**src/rtl/mult_hilo_unit.sv**
```systemverilog
// MULT/MULTU front end with HI/LO registers. It drives an iterative 32x32 Karatsuba core
// that is built from 16-bit halves and owned by the sequencing FSM.

module iterative_karatsuba_32_16 (
   input  logic        clk,
   input  logic        rst,
   input  logic        en,
   input  logic [31:0] a,
   input  logic [31:0] b,
   output logic [63:0] c
);
   localparam int unsigned STEP_W = 3;

   logic [STEP_W-1:0] step_q, step_d;
   logic [31:0]       z0_q, z0_d, z2_q, z2_d;
   logic [33:0]       zm_q, zm_d;
   logic [63:0]       c_q, c_d;

   // One partial product per enabled cycle; the product is final after four steps.
   always_comb begin
      step_d = step_q;
      z0_d   = z0_q;
      z2_d   = z2_q;
      zm_d   = zm_q;
      c_d    = c_q;
      if (en) begin
         case (step_q)
            3'd0: z0_d = 32'(a[15:0]) * 32'(b[15:0]);
            3'd1: z2_d = 32'(a[31:16]) * 32'(b[31:16]);
            3'd2: zm_d = (34'(a[15:0]) + 34'(a[31:16])) * (34'(b[15:0]) + 34'(b[31:16]));
            3'd3: c_d  = {z2_q, z0_q} + ((64'(zm_q) - 64'(z0_q) - 64'(z2_q)) << 16);
            default: ;
         endcase
         if (step_q != 3'd4) step_d = step_q + 3'd1;
      end
   end

   always_ff @(posedge clk) begin
      if (rst) begin
         step_q <= '0;
         z0_q   <= '0;
         z2_q   <= '0;
         zm_q   <= '0;
         c_q    <= '0;
      end else begin
         step_q <= step_d;
         z0_q   <= z0_d;
         z2_q   <= z2_d;
         zm_q   <= zm_d;
         c_q    <= c_d;
      end
   end

   assign c = c_q;
endmodule

module mult_hilo_unit #(
   parameter int unsigned MUL_LAT = 6
) (
   input  logic        clk,
   input  logic        rst,
   input  logic        start,
   input  logic        op_signed,
   input  logic [31:0] a,
   input  logic [31:0] b,
   input  logic        hi_we,
   input  logic        lo_we,
   input  logic [31:0] wdata,
   output logic [31:0] hi,
   output logic [31:0] lo,
   output logic        busy,
   output logic        done
);
   localparam int unsigned CNT_W = $clog2(MUL_LAT + 1);

   typedef enum logic [1:0] {S_IDLE, S_CLR, S_RUN, S_FIX} state_t;

   state_t            state_q, state_d;
   logic [31:0]       ma_q, ma_d, mb_q, mb_d;
   logic              neg_q, neg_d;
   logic [CNT_W-1:0]  cnt_q, cnt_d;
   logic [31:0]       hi_q, hi_d, lo_q, lo_d;
   logic              busy_q, busy_d, done_q, done_d;
   logic [63:0]       prod;
   logic [63:0]       res;
   logic              core_rst_c, core_en_c;

   assign core_rst_c = rst | (state_q == S_CLR);
   assign core_en_c  = (state_q == S_RUN);

   iterative_karatsuba_32_16 u_core (
      .clk (clk),
      .rst (core_rst_c),
      .en  (core_en_c),
      .a   (ma_q),
      .b   (mb_q),
      .c   (prod)
   );

   // Sequencing, operand conversion, sign correction and MTHI/MTLO writes.
   always_comb begin
      state_d = state_q;
      ma_d    = ma_q;
      mb_d    = mb_q;
      neg_d   = neg_q;
      cnt_d   = cnt_q;
      hi_d    = hi_q;
      lo_d    = lo_q;
      done_d  = 1'b0;
      res     = neg_q ? (~prod + 64'd1) : prod;
      case (state_q)
         S_IDLE: begin
            if (hi_we) hi_d = wdata;
            if (lo_we) lo_d = wdata;
            if (start) begin
               ma_d    = (op_signed && a[31]) ? (~a + 32'd1) : a;
               mb_d    = (op_signed && b[31]) ? (~b + 32'd1) : b;
               neg_d   = op_signed & (a[31] ^ b[31]);
               state_d = S_CLR;
            end
         end
         S_CLR: begin
            cnt_d   = CNT_W'(MUL_LAT);
            state_d = S_RUN;
         end
         S_RUN: begin
            cnt_d = cnt_q - CNT_W'(1);
            if (cnt_q == CNT_W'(1)) state_d = S_FIX;
         end
         S_FIX: begin
            hi_d    = res[63:32];
            lo_d    = res[31:0];
            done_d  = 1'b1;
            state_d = S_IDLE;
         end
         default: state_d = S_IDLE;
      endcase
      busy_d = (state_d != S_IDLE);
   end

   always_ff @(posedge clk) begin
      if (rst) begin
         state_q <= S_IDLE;
         ma_q    <= '0;
         mb_q    <= '0;
         neg_q   <= 1'b0;
         cnt_q   <= '0;
         hi_q    <= '0;
         lo_q    <= '0;
         busy_q  <= 1'b0;
         done_q  <= 1'b0;
      end else begin
         state_q <= state_d;
         ma_q    <= ma_d;
         mb_q    <= mb_d;
         neg_q   <= neg_d;
         cnt_q   <= cnt_d;
         hi_q    <= hi_d;
         lo_q    <= lo_d;
         busy_q  <= busy_d;
         done_q  <= done_d;
      end
   end

   assign hi   = hi_q;
   assign lo   = lo_q;
   assign busy = busy_q;
   assign done = done_q;
endmodule

```
**config.mk**
```make
export PLATFORM = sky130hd
export DESIGN_NAME = mult_hilo_unit
export DESIGN_NICKNAME = d
export VERILOG_FILES = /design/src/rtl/mult_hilo_unit.sv
export SDC_FILE = /design/constraint.sdc
export NUM_CORES = 2
export LEC_CHECK = 0
export CORE_ASPECT_RATIO = 1.2
export CORE_MARGIN = 4
export CORE_UTILIZATION = 50
export CTS_BUF_LIST = sky130_fd_sc_hd__clkbuf_4 sky130_fd_sc_hd__clkbuf_8
export DETAILED_ROUTE_END_ITERATION = 10
export PLACE_DENSITY_LB_ADDON = 0.12
export RECOVER_POWER = 50
export SKIP_CTS_REPAIR_TIMING = 1
export SLEW_MARGIN = 20
export SYNTH_ARGS = -nofsm -noshare
export SYNTH_HDL_FRONTEND = slang
export SYNTH_SLANG_ARGS = --single-unit
```
**constraint.sdc**
```tcl
create_clock -name clk -period 11.35 [get_ports clk]
set_input_delay 3.405 -clock clk [delete_from_list [all_inputs] [get_ports clk]]
set_output_delay 3.405 -clock clk [all_outputs]
set_load 0.03 [all_outputs]
```
==> results.sh <==
export IMPL_status="finished, violations left"
export IMPL_violations="max-capacitance violations, max-slew violations"
export IMPL_crit_arrival_ps=10670
export IMPL_holdWs_ps=457.2
export IMPL_yosys_warnings=0
export IMPL_cts_root_buf="clkbuf_8"
export IMPL_rsz0062_at_grt="false"
export IMPL_ys_seq_elements=301
export IMPL_final_cell_mix="855 x nand2_1, 838 x inv_1, 617 x fa_1"
export IMPL_synth_cell_types=78
export IMPL_maxSlewHeadroom_pct=-182.9
export IMPL_core_mm2=0.09114
export IMPL_syn_nets=6846
export IMPL_period_share_pct=89.15
export IMPL_drcViolationCount=0
export IMPL_tritoncts="done"
export IMPL_drv_slew=215
export IMPL_dr_pass1_iters=6
export IMPL_die_area_mm2=0.09727
export IMPL_crit_required_ps=11910
export IMPL_fin_util_pct=55.56
export IMPL_crit_start="ma_q[17]$_SDFFE_PP0P_"
export IMPL_cts_sink_count=301
export IMPL_max_freq_mhz=98.83
export IMPL_slowest_stage="xnor2_1"
export IMPL_boundaryPins=168
export IMPL_worstHoldStart="hi[26]$_SDFFE_PP0P_"
export IMPL_start_util_pct=50.65
export IMPL_cap_violations=3
export IMPL_syn_area_mm2=0.04616
export IMPL_path_clk_slew_ps=70
export IMPL_r2r_setup_slack_ps=1230
export IMPL_grt_max_degree=82
export IMPL_final_cells=7007
export IMPL_routedWlPerCell_um=19.86
export IMPL_vias_per_cell=5.505
export IMPL_post_synth_cell_area_avg_um2=8.164
export IMPL_cts_htree_levels=2
export IMPL_cts_path_max_buffers=3
export IMPL_first_global_vias=39500
export IMPL_endpoint_kind="flip-flop"
export IMPL_hold_viol=0
export IMPL_antenna_left=0
export IMPL_critPathMaxStageDelay_ps=840
export IMPL_clk_latency_ps=680
export IMPL_placedCellCount=6905
export IMPL_synth_edff_count=0
export IMPL_overflow=0
export IMPL_fp_dieH_um=340.9
export IMPL_worstPathMaxFanout=18
export IMPL_antenna_found_initial=4
export IMPL_synthTopCellsByArea="fa_1 27%, dfxtp_1 13%, ha_1 13%, nand2_1 7.0%, inv_1 6.8%"
export IMPL_r2r_start="ma_q[17]$_SDFFE_PP0P_"
export IMPL_path_class="reg2reg"
export IMPL_netlist_instances=5654
export IMPL_setup_tns_ps=0
export IMPL_wl_um=139100
export IMPL_dp_hpwl_um=111400
export IMPL_yosys_area_top_type="fa_1"
export IMPL_holdCritPathClass="reg2reg"
export IMPL_area_delta_synth_final_pct=9.704
export IMPL_gp_congestion=0.9716
export IMPL_die_w_um=285.4
export IMPL_ys_seq_area_share_pct=13.05
export IMPL_row_count=121
export IMPL_dr_total_vias=38572
export IMPL_fin_nets=6924
export IMPL_first_iter_violations=2377
export IMPL_netlist_area_leader_share_pct=26.76
export IMPL_crit_path_start_kind="flip-flop"
export IMPL_drive_gt1_share_pct=4.415
export IMPL_min_period_ps=10120
export IMPL_grt_pass1_wl_um=221000
export IMPL_ys_flop_type="dfxtp_1"
export IMPL_final_common_cell="nand2_1"
export IMPL_async_flop_share_pct=0
export IMPL_setup_viol=0
export IMPL_port_buffers=167
export IMPL_worstMarginPinSlew_ps=4243
export IMPL_numCtsBuffers=55
export IMPL_skew_ps=56.08
export IMPL_grt_usage_pct=28.67
[sequential cells by signal, summed over array words and instances (netlist names)]
signal,flops
u_core.step_q,3
u_core.z2_q,32
busy,1
mb_q,32
hi,32
state_q,2
done,1
neg_q,1
u_core.c,64
cnt_q,3
u_core.zm_q,34
ma_q,32
u_core.z0_q,32
lo,32
[path summary, 6_finish.rpt]
path | endpoint | cells after the start
worst max-delay path | u_core.zm_q[33]$_SDFFE_PP0P_ | 37
worst min-delay path | hi[26]$_SDFFE_PP0P_ | 1
worst max register to register | u_core.zm_q[33]$_SDFFE_PP0P_ | 37
worst min register to register | hi[26]$_SDFFE_PP0P_ | 1
[through the flow]
stage / worst slack (ps) / cell area, um^2
finish: 1231 / 50640
global route: 537.7 / 50640
CTS: 1350 / 50610
detailed placement: 1375 / 49300
global placement: 1562 / 49300
floorplan: 2420 / 46160
[routing by layer]
metal / vias up / global-route usage [%] / routed length, um
li1: 18389 / - / -
met1: 18591 / 36.80 / 58650
met2: 1239 / 47.58 / 64100
met3: 349 / 4.128 / 8118
met4: 4 / 14.06 / 8234
met5: - / 0 / 27
[cell families after synthesis]
| group | synth area share, % |
|---|---|
| and+or+nand+nor | 17.84 |
| xor gates and xnor gates | 6.166 |
| adders and majority gates | 39.58 |
| buffers and inverters | 8.823 |
| muxes | 0.2656 |
| AOI/OAI and AO/OA | 14.27 |
| DFF | 13.05 |
[final cells by class]
cell class | instances | area, um^2
Antenna cell | 1 | 2.502
Clock buffer | 86 | 1109
Clock inverter | 15 | 202.7
Fill cell | 8856 | 40500
Inverter | 838 | 3146
Multi-Input combinational cell | 4270 | 36210
Sequential cell | 301 | 6027
Tap cell | 1230 | 1539
Timing Repair Buffer | 266 | 2405
[worst max-delay path, delay by kind of cell (launching register included)]
| kind | cells | cell delay (ps) |
|---|---|---|
| AOI/OAI and AO/OA | 14 | 3450 |
| xor gates and xnor gates | 2 | 990 |
| adders and majority gates | 8 | 3770 |
| and+or+nand+nor | 5 | 770 |
| DFF | 1 | 310 |
| buffers and inverters | 8 | 690 |
[cell usage after synthesis, types with 6 or more instances]
| master | count |
|---|---|
| nand4_1 | 12 |
| fa_1 | 617 |
| nand2_1 | 856 |
| and4_1 | 6 |
| a211o_1 | 7 |
| o21ai_0 | 150 |
| nor2_1 | 347 |
| clkbuf_1 | 222 |
| and2_1 | 274 |
| o21bai_1 | 37 |
| a21oi_1 | 409 |
| o41ai_1 | 17 |
| a21o_1 | 109 |
| a2111oi_0 | 11 |
| mux2i_1 | 10 |
| ha_1 | 473 |
| a211oi_1 | 120 |
| a221o_1 | 6 |
| nor2b_1 | 28 |
| buf_1 | 19 |
| and3_1 | 20 |
| nand3_1 | 62 |
| nand3b_1 | 7 |
| or3_1 | 31 |
| o211ai_1 | 11 |
| or4_1 | 14 |
| o31a_1 | 6 |
| nor4_1 | 16 |
| or2_2 | 10 |
| a31oi_1 | 21 |
| o21a_1 | 30 |
| xnor2_1 | 187 |
| o31ai_1 | 41 |
| dfxtp_1 | 301 |
| a311oi_1 | 15 |
| xor2_1 | 138 |
| nor3_1 | 44 |
| nand2b_1 | 51 |
| inv_1 | 838 |
Power is not shown: default switching activity piles up to over one toggle a cycle in this logic, so the estimate is an artifact.
